==> config.mk <==
export PLATFORM = sky130hd
export DESIGN_NAME = matmul_seq_acc
export DESIGN_NICKNAME = d
export VERILOG_FILES = /design/src/rtl/matmul_seq_pkg.sv /design/src/rtl/matmul_seq_mac.sv /design/src/rtl/matmul_seq_acc.sv
export SDC_FILE = /design/constraint.sdc
export NUM_CORES = 1
export LEC_CHECK = 0
export ABC_AREA = 1
export CORE_MARGIN = 2
export CORE_UTILIZATION = 30
export CTS_CLUSTER_DIAMETER = 80
export DETAILED_ROUTE_END_ITERATION = 8
export PLACE_DENSITY_LB_ADDON = 0.25
export SLEW_MARGIN = 20
export SYNTH_ARGS = -nofsm -noshare
export SYNTH_HDL_FRONTEND = slang
export SYNTH_SLANG_ARGS = --single-unit
==> constraint.sdc <==
create_clock -name clk -period 11.6 [get_ports clk]
set_input_delay 2.32 -clock clk [delete_from_list [all_inputs] [get_ports clk]]
set_output_delay 2.32 -clock clk [all_outputs]
set_load 0.03 [all_outputs]
==> src/rtl/matmul_seq_pkg.sv <==
// Shared types and width helpers for the sequential matrix-multiply accelerator.
// Used by matmul_seq_acc and matmul_seq_mac.
package matmul_seq_pkg;

  typedef enum logic [1:0] {
    IDLE = 2'd0,
    RUN  = 2'd1,
    DONE = 2'd2
  } state_t;

  localparam int MAT_SIZE_MIN = 2;
  localparam int MAT_SIZE_MAX = 16;

  // Worst-case dot product of N DAT-bit products needs log2(N) guard bits.
  function automatic int acc_width(input int dat_size, input int mat_size);
    return 2 * dat_size + $clog2(mat_size);
  endfunction

  function automatic int addr_width(input int mat_size);
    return $clog2(mat_size * mat_size);
  endfunction

  function automatic int cnt_width(input int mat_size);
    return (mat_size > 1) ? $clog2(mat_size) : 1;
  endfunction

endpackage

==> src/rtl/matmul_seq_mac.sv <==
// Single multiply-accumulate unit: DAT x DAT product widened to ACC_WIDTH
// (sign- or zero-extended) plus a running accumulator with clear/enable.
module matmul_seq_mac
  import matmul_seq_pkg::*;
#(
  parameter int DAT_SIZE  = 8,
  parameter int ACC_WIDTH = acc_width(8, 2)
) (
  input  logic                 clk,
  input  logic                 clr,
  input  logic                 en,
  input  logic                 signed_mode,
  input  logic [DAT_SIZE-1:0]  a,
  input  logic [DAT_SIZE-1:0]  b,
  output logic [ACC_WIDTH-1:0] sum
);

  localparam int PROD_W = 2 * DAT_SIZE + 1;

  logic signed [DAT_SIZE:0]    a_ext_p0;
  logic signed [DAT_SIZE:0]    b_ext_p0;
  logic signed [PROD_W-1:0]    prod_narrow_p0;
  logic signed [ACC_WIDTH-1:0] prod_p0;
  logic signed [ACC_WIDTH-1:0] sum_p0;
  logic signed [ACC_WIDTH-1:0] acc_p1;

  // One extra bit lets a single signed multiplier serve both modes; the exact
  // product of two such operands always fits in 2*DAT_SIZE+1 signed bits.
  function automatic logic signed [DAT_SIZE:0] extend_operand(
    input logic [DAT_SIZE-1:0] v,
    input logic                is_signed
  );
    return {is_signed & v[DAT_SIZE-1], v};
  endfunction

  function automatic logic signed [ACC_WIDTH-1:0] widen_product(
    input logic signed [PROD_W-1:0] p
  );
    return ACC_WIDTH'(p);
  endfunction

  assign a_ext_p0       = extend_operand(a, signed_mode);
  assign b_ext_p0       = extend_operand(b, signed_mode);
  assign prod_narrow_p0 = PROD_W'(a_ext_p0) * PROD_W'(b_ext_p0);
  assign prod_p0        = widen_product(prod_narrow_p0);
  assign sum_p0         = acc_p1 + prod_p0;
  assign sum            = sum_p0;

  // ---- stage p0 -> p1: running accumulator ----
  always_ff @(posedge clk) begin
    if (clr) begin
      acc_p1 <= '0;
    end else if (en) begin
      acc_p1 <= sum_p0;
    end
  end

endmodule

==> src/rtl/matmul_seq_acc.sv <==
// Sequential N x N matrix multiplier (C = A*B) using one time-multiplexed MAC.
// Define MATMUL_SEQ_ACCUM_EN to enable accumulate-into-C mode (accum_i).
module matmul_seq_acc
  import matmul_seq_pkg::*;
#(
  parameter int DAT_SIZE  = 8,
  parameter int MAT_SIZE  = 2,
  parameter int ACC_WIDTH = acc_width(DAT_SIZE, MAT_SIZE),
  parameter int ADDR_W    = addr_width(MAT_SIZE)
) (
  input  logic                 clk,
  input  logic                 rst,
  input  logic                 start_i,
  input  logic                 signed_i,
  input  logic                 accum_i,
  input  logic                 a_we_i,
  input  logic                 b_we_i,
  input  logic [ADDR_W-1:0]    wr_addr_i,
  input  logic [DAT_SIZE-1:0]  wr_data_i,
  input  logic [ADDR_W-1:0]    rd_addr_i,
  output logic [ACC_WIDTH-1:0] rd_data_o,
  output logic                 busy_o,
  output logic                 done_o
);

  localparam int NN    = MAT_SIZE * MAT_SIZE;
  localparam int CNT_W = cnt_width(MAT_SIZE);
  localparam logic [CNT_W-1:0] CNT_LAST = CNT_W'(MAT_SIZE - 1);

  if (MAT_SIZE < MAT_SIZE_MIN || MAT_SIZE > MAT_SIZE_MAX) begin : g_bad_size
    $error("matmul_seq_acc: MAT_SIZE must be within 2..16");
  end

  state_t state_q, state_d;

  logic [CNT_W-1:0] i_q, j_q, k_q;
  logic             i_last, j_last, k_last;
  logic             start_ok, run, wr_ok, rd_ok;
  logic             signed_q;

  logic [DAT_SIZE-1:0]  a_mem [NN];
  logic [DAT_SIZE-1:0]  b_mem [NN];
  logic [ACC_WIDTH-1:0] c_mem [NN];

  logic [ADDR_W-1:0]    a_idx, b_idx, c_idx;
  logic [ACC_WIDTH-1:0] mac_sum, c_old, c_new;
  logic                 mac_clr;

  function automatic logic [ADDR_W-1:0] flat(
    input logic [CNT_W-1:0] r,
    input logic [CNT_W-1:0] c
  );
    return ADDR_W'(int'(r) * MAT_SIZE + int'(c));
  endfunction

  assign run      = (state_q == RUN);
  assign start_ok = (state_q == IDLE) && start_i;
  assign i_last   = (i_q == CNT_LAST);
  assign j_last   = (j_q == CNT_LAST);
  assign k_last   = (k_q == CNT_LAST);
  assign wr_ok    = (state_q == IDLE) && ({1'b0, wr_addr_i} < (ADDR_W + 1)'(NN));
  assign rd_ok    = ({1'b0, rd_addr_i} < (ADDR_W + 1)'(NN));

  assign a_idx = flat(i_q, k_q);
  assign b_idx = flat(k_q, j_q);
  assign c_idx = flat(i_q, j_q);

  always_ff @(posedge clk) begin
    if (rst) begin
      state_q <= IDLE;
    end else begin
      state_q <= state_d;
    end
  end

  always_comb begin
    state_d = state_q;
    busy_o  = 1'b0;
    done_o  = 1'b0;
    unique case (state_q)
      IDLE: if (start_i) state_d = RUN;
      RUN: begin
        busy_o = 1'b1;
        if (i_last && j_last && k_last) state_d = DONE;
      end
      DONE: begin
        done_o  = 1'b1;
        state_d = IDLE;
      end
      default: state_d = IDLE;
    endcase
  end

  // k runs fastest, then j, then i; all restart on an accepted start.
  always_ff @(posedge clk) begin
    if (rst || start_ok) begin
      i_q <= '0;
      j_q <= '0;
      k_q <= '0;
    end else if (run) begin
      if (k_last) begin
        k_q <= '0;
        if (j_last) begin
          j_q <= '0;
          i_q <= i_last ? '0 : i_q + CNT_W'(1);
        end else begin
          j_q <= j_q + CNT_W'(1);
        end
      end else begin
        k_q <= k_q + CNT_W'(1);
      end
    end
  end

  always_ff @(posedge clk) begin
    if (rst) begin
      signed_q <= 1'b0;
    end else if (start_ok) begin
      signed_q <= signed_i;
    end
  end

`ifdef MATMUL_SEQ_ACCUM_EN
  logic accum_q;

  always_ff @(posedge clk) begin
    if (rst) begin
      accum_q <= 1'b0;
    end else if (start_ok) begin
      accum_q <= accum_i;
    end
  end

  assign c_old = accum_q ? c_mem[c_idx] : '0;
`else
  logic accum_unused;
  assign accum_unused = accum_i;
  assign c_old        = '0;
`endif

  // The accumulator restarts at every element boundary and on a new job.
  assign mac_clr = rst || start_ok || (run && k_last);

  matmul_seq_mac #(
    .DAT_SIZE  (DAT_SIZE),
    .ACC_WIDTH (ACC_WIDTH)
  ) u_mac (
    .clk         (clk),
    .clr         (mac_clr),
    .en          (run),
    .signed_mode (signed_q),
    .a           (a_mem[a_idx]),
    .b           (b_mem[b_idx]),
    .sum         (mac_sum)
  );

  assign c_new = mac_sum + c_old;

  // ---- storage: operands written only in IDLE, C written at each k wrap ----
  always_ff @(posedge clk) begin
    if (rst) begin
      for (int n = 0; n < NN; n++) begin
        a_mem[n] <= '0;
        b_mem[n] <= '0;
        c_mem[n] <= '0;
      end
    end else begin
      if (wr_ok && a_we_i) a_mem[wr_addr_i] <= wr_data_i;
      if (wr_ok && b_we_i) b_mem[wr_addr_i] <= wr_data_i;
      if (run && k_last)   c_mem[c_idx]     <= c_new;
    end
  end

  // ---- read port: one registered stage ----
  always_ff @(posedge clk) begin
    if (rst) begin
      rd_data_o <= '0;
    end else begin
      rd_data_o <= rd_ok ? c_mem[rd_addr_i] : '0;
    end
  end

endmodule

## Yosys cells after proc, flatten, opt, wreduce, memory -nomap -nowiden

Memory sizes are Yosys's and may differ from the RTL's. A register that Yosys moved wholly into a read port is not among the register bits.
Cells that the tools add are included.

- Word-level logic and storage cells: 66
- Memories: 3
- Bits in registers: 23
- Memory bits (writable): 132

Memories:

| name | words | width | read ports | clocked after memory_dff | wr ports | line | text |
|---|---|---|---|---|---|---|---|
| c_mem | 4 | 17 | 1 | 1 | 4 | matmul_seq_acc.sv:43 | `logic [ACC_WIDTH-1:0] c_mem [NN];` |
| a_mem | 4 | 8 | 1 | 0 | 4 | matmul_seq_acc.sv:41 | `logic [DAT_SIZE-1:0] a_mem [NN];` |
| b_mem | 4 | 8 | 1 | 0 | 4 | matmul_seq_acc.sv:42 | `logic [DAT_SIZE-1:0] b_mem [NN];` |

- Eq/ne operators: 4
- Multiplexer cells: 28
- Add/subtract/negate cells: 7
- Bitwise logic cells: 2
- $mul: 1
- Reductions and logical operators: 15

Operators with widths:

| cell | count |
|---|---|
| 2-to-1 mux 1 bit | 19 |
| adder 17 bit | 1 |
| multiplier 9 x 9 -> 17 bit | 1 |
| 2-to-1 mux 17 bit | 1 |
| OR reduction 17 bit | 1 |
| 2-to-1 mux 8 bit | 2 |
| OR reduction 8 bit | 2 |
| 2-to-1 mux 2 bit | 5 |
| adder 2 x 1 -> 2 bit | 3 |
| logical AND 1 bit | 6 |
| one-hot mux 2 bit (2 select lines) | 1 |
| AND reduction 2 bit | 2 |
| adder 1 bit, second input constant | 3 |
| AND reduction 3 bit | 1 |
| bitwise AND 1 bit | 2 |
| equality test 2 x 1 -> 1 bit, second input constant | 1 |
| equality test 2 bit, second input constant | 1 |
| logical NOT 2 bit | 1 |
| logical OR 1 bit | 2 |
| inequality test 2 x 1 -> 1 bit, second input constant | 1 |
| inequality test 2 bit, second input constant | 1 |

## Longest topological paths before layout

- Depth in word-level cells: 7
- Gate-level depth with buffers: 32

## Modules after synthesis

A second synthesis with hierarchy kept.

- Cell total of the unflattened synthesis: 1245
- Area, all modules: 11357.1 sq um

By module, submodules not included:

| module | cells an instance | times used | area each (sq um) | sequential area each (sq um) |
|---|---|---|---|---|
| matmul_seq_acc | 662 | 1 | 6934.2 | 4424.2 |
| matmul_seq_mac | 583 | 1 | 4423.0 | 340.3 |

## Least setup slack after synthesis

Ideal clock, no wire load.

- Path type: register to register
- Start: register j_q (netlist: j_last)
- End: memory c_mem[2][16] (netlist bit), data pin
- Cell stages (with the launch flop): 27
- Required time: 11.334 ns
- Library setup time: 0.266 ns
- Slack: 6.045 ns
- Data arrival time: 5.289 ns
- Period minus slack after synthesis: 5.555 ns
- Cells stage by stage: dfxtp_1 > buf_6 > inv_4 > buf_12 > buf_2 > nand2_1 > a32oi_1 > inv_1 > nor2_1 > inv_1 > fa_1 > fa_1 > inv_1 > fa_1 > inv_1 > fa_1 > fa_1 > inv_1 > ha_1 > nand2_1 > nor2_1 > nor3b_1 > nand3_1 > inv_1 > nand3_2 > nand3_2 > nor2_1

RTL lines:

| what | line | text |
|---|---|---|
| start: declaration | matmul_seq_acc.sv:36 | `logic [CNT_W-1:0] i_q, j_q, k_q;` |
| start signal: assignment | matmul_seq_acc.sv:107 | `j_q <= j_q + CNT_W'(1);` |
| end: declaration | matmul_seq_acc.sv:43 |  |

==> metrics.md <==
| Metric | Value |
|---|---|
| Sequential area share after synthesis | 44.0% |
| Die Ht | just under 200 um |
| DR WL/cell | 15.3 um |
| Hold_buf cts | 0 |
| Clock power share | 30.6% |
| Max H-tree Level | 4 |
| P_sw | 0.718 mW |
| Crit-path max FO | 33 |
| Tmin final | 6.93 ns |
| EDFF count, synth | approximately 130 |
| Area contributors post-synth | edfxtp_1 (37%), fa_1 (14%), nor2_1 (8.8%) |
| # nets final | 1,347 |
| Port-buffer cells | 36 |
| Largest net degree at the start of global routing | 36 |
| Switch share | between 30% and 40% |
| Most common cell in the synthesized netlist | nor2_1 |
| Pwr dens | 161 mW/mm2 |
| Initial DRC count | around 450 |
| Worst Path Required | ~12 ns |
| Area leader, netlist | edfxtp_1 |
| CTS root buffer | clkbuf_16 |
| Most used DFF post-synth | edfxtp_1 |
| Int Power | 1.25 mW |
| Final setup vio count | 0 |
| CP Capture Type | register |
| Area growth, synth to finish | 12.8% |
| Synthesized cell area | approximately 0.011 mm2 |
| FF+latch count, synth | 172 |
| Longest Clk Path Bufs | 2 |
| Share of layout cells above drive strength 1 | 6.49% |
| Syn_nets | 1,322 |
| Syn avg cell area | 9.19 um2 |
| Cell variety after synth | 43 |
| Seq pwr share | between 30% and 40% |
| MaxCap Viol Count | 0 |
| Crit Path Category | reg2reg |
| Leakage Power | 5.39 nW |
| First-pass GRT wire length | 42,300 um |
| RePlAce Congestion | about 0.83 |
| Setup TNS | 0 ns |
| Slew Limit Headroom | 29.1% |
| Yosys top cell area share | 36.6% |
| Remaining global-route overflow | 0 |
| FP Rows | 69 |
| Startpoint types | register |
| Post-Route WL | ~26,000 um |
| Starting Density | 30.5% |
| Post-synth top cells | nor2_1 (254), inv_1 (194), nand2_1 (175) |
| Final Non-Filler Cells | 1,678 |
| Die width | 194 um |
| Number of global-route vias before repair | 7,783 |
| Vias per cell | 4.53 |
| Fin. Hold Viols | 0 |
| Clk sinks | 172 |
| Mapped Cells | 1,179 |
| Initial DRT Pass Iterations | 5 |
| Final Max Tran Viols | 0 |
| IO Count | 38 |
| Initial antenna violation count | 0 |
| Status | finished, final reports clean |
| Num CTS Buffers | 17 |
| CTS tree | built |
| Die ar. | 0.0376 mm2 |
| Post-CTS setup buffers | 0 |
| Gr usage total | between 10% and 20% |
| Maximum vdd drop | roughly 0.11 mV |
| Worst-Skew Late Latency | 0.44 ns |
| Final period util | about three fifths |
| Worst endpoint data arrival time | 7.11 ns |
| Post-synthesis async set-or-reset flop share | 0% |
| Hold/Removal Path Class | reg2reg |
| Tightest Pin Transition | 1.05 ns |
| Antenna diodes | 0 |
| Placed Cells | 1,646 |
| Tot Pwr | 1.97 mW |
| Synth warnings | 0 |
| Highest clock rate | 0.144 GHz |
| Vias | 7,605 |
| DRC | 0 |
| Unrepaired setup endpoints after global routing | no |
| Worst Skew | 0.0133 ns |
| Post-cts resize count | 0 |
| Remaining antenna violation count after routing | 0 |
| Comb power frac | 33.2% |
| Core area | around 0.036 mm2 |
| Clock transition at the registers of the reported paths | 0.07 ns |
| DP HPWL | 18,300 um |
-- final timing paths --
check                          to  slack (ns)  cells past startpoint       startpoint
hold / removal    u_mac.acc_p1[0]        0.47                      2  u_mac.acc_p1[0]
hold reg to reg   u_mac.acc_p1[0]        0.47                      2  u_mac.acc_p1[0]
setup reg to reg     c_mem[0][16]        4.67                     22           k_last
setup / recovery     c_mem[0][16]        4.67                     22           k_last
-- metrics by stage --
stage               setup slack [ns]  instance area (um2)  hold slack (ns)  utilization (%)
floorplan                       6.04                10800            0.445                -
global placement                4.69                11600            0.452             32.7
detailed placement              4.70                11600            0.463             32.7
CTS                             4.66                12200            0.474             34.4
global route                    4.19                12200            0.490             34.4
finish                          4.67                12200            0.474             34.4
-- cell families (layout without fill, tap and decap cells) --
kind of cell             after synthesis  count (layout)  share of synthesized area [%]
XOR/XNOR                              12              12                          0.970
buffers and inverters                241             279                           8.99
AO/OA/AOI/OAI                        123             123                           6.88
AND/OR/NAND/NOR                      507             507                           19.5
flip-flops                           172             172                           44.0
adder cells (fa/ha/maj)              124             124                           19.7
-- cells in the final DEF (no fill, tap or decap), types with 2 or more instances in the layout --
master           synthesis  final
nor3_1                  26     26
a32oi_1                  6      6
o21ai_1                  1      2
inv_1                  194    194
buf_4                    1      6
xor2_1                  10     10
clkdlybuf4s50_1          0     36
bufinv_16                0      2
nand2_1                175    175
a21oi_1                 48     48
nand2_2                 11     11
nand3_2                  8      8
nor2_4                   5      5
o211ai_1                 3      3
nor2_1                 254    254
a21o_1                   3      3
clkinvlp_4               0      3
fa_1                    78     78
inv_8                    0      3
a32oi_2                  7      7
o21ai_0                 49     48
nand3_1                 21     21
clkinv_1                 4      4
nand2_4                  2      2
ha_1                    46     46
edfxtp_1               132    132
inv_2                    5      5
xnor2_1                  2      2
dfxtp_1                 40     40
inv_6                    1      5
clkbuf_16                0     17
-- layout make-up --
class / count / area, um2
clock inverter: 14 / 176
clock buffer: 18 / 429
sequential: 172 / 4760
multi-input combinational: 766 / 5090
fill: 3672 / 23300
inverter: 205 / 777
tap: 461 / 577
timing repair buffer: 42 / 405
-- critical path, cell delays in order (launching register included) --
cell and delay (ns):
dfxtp_1 0.89, inv_6 0.26, a32oi_1 0.63, inv_1 0.19, nor2_1 0.27, inv_1 0.14
fa_1 0.60, fa_1 0.62, inv_1 0.11, fa_1 0.49, inv_1 0.06, fa_1 0.51
fa_1 0.58, inv_1 0.05, ha_1 0.33, nand2_1 0.11, nor2_1 0.06, nor3b_1 0.19
nand3_1 0.19, inv_1 0.13, nand3_2 0.11, nand2_1 0.10, nor2_1 0.05
-- sequential cells by signal, indices dropped and copies added (netlist names) --
signal / count
b_mem: 32
c_mem: 68
j_last: 1
u_mac.acc_p1: 17
k_last: 1
a_mem: 32
state_q: 2
i_last: 1
signed_q: 1
rd_data_o: 17
-- layer usage --
layer  vias up  part of all wire [%]  global-route usage (%)
met1      3690                    48                    18.8
met3        22                   3.0                    2.44
met4         0                   1.0                    3.00
met5         -                     0                       0
met2       119                    48                    24.4
li1       3774                     -                       -
-- power by group through the flow --
stage	Clock, mW	Sequential (mW)	Combinational [mW]
finish	0.602	0.713	0.652
global route	0.639	0.716	0.764
CTS	0.613	0.713	0.659
detailed placement	0	0.727	0.655
global placement	0	0.726	0.645
floorplan	0	0.728	0.485
(Power assumes the default switching activity.)
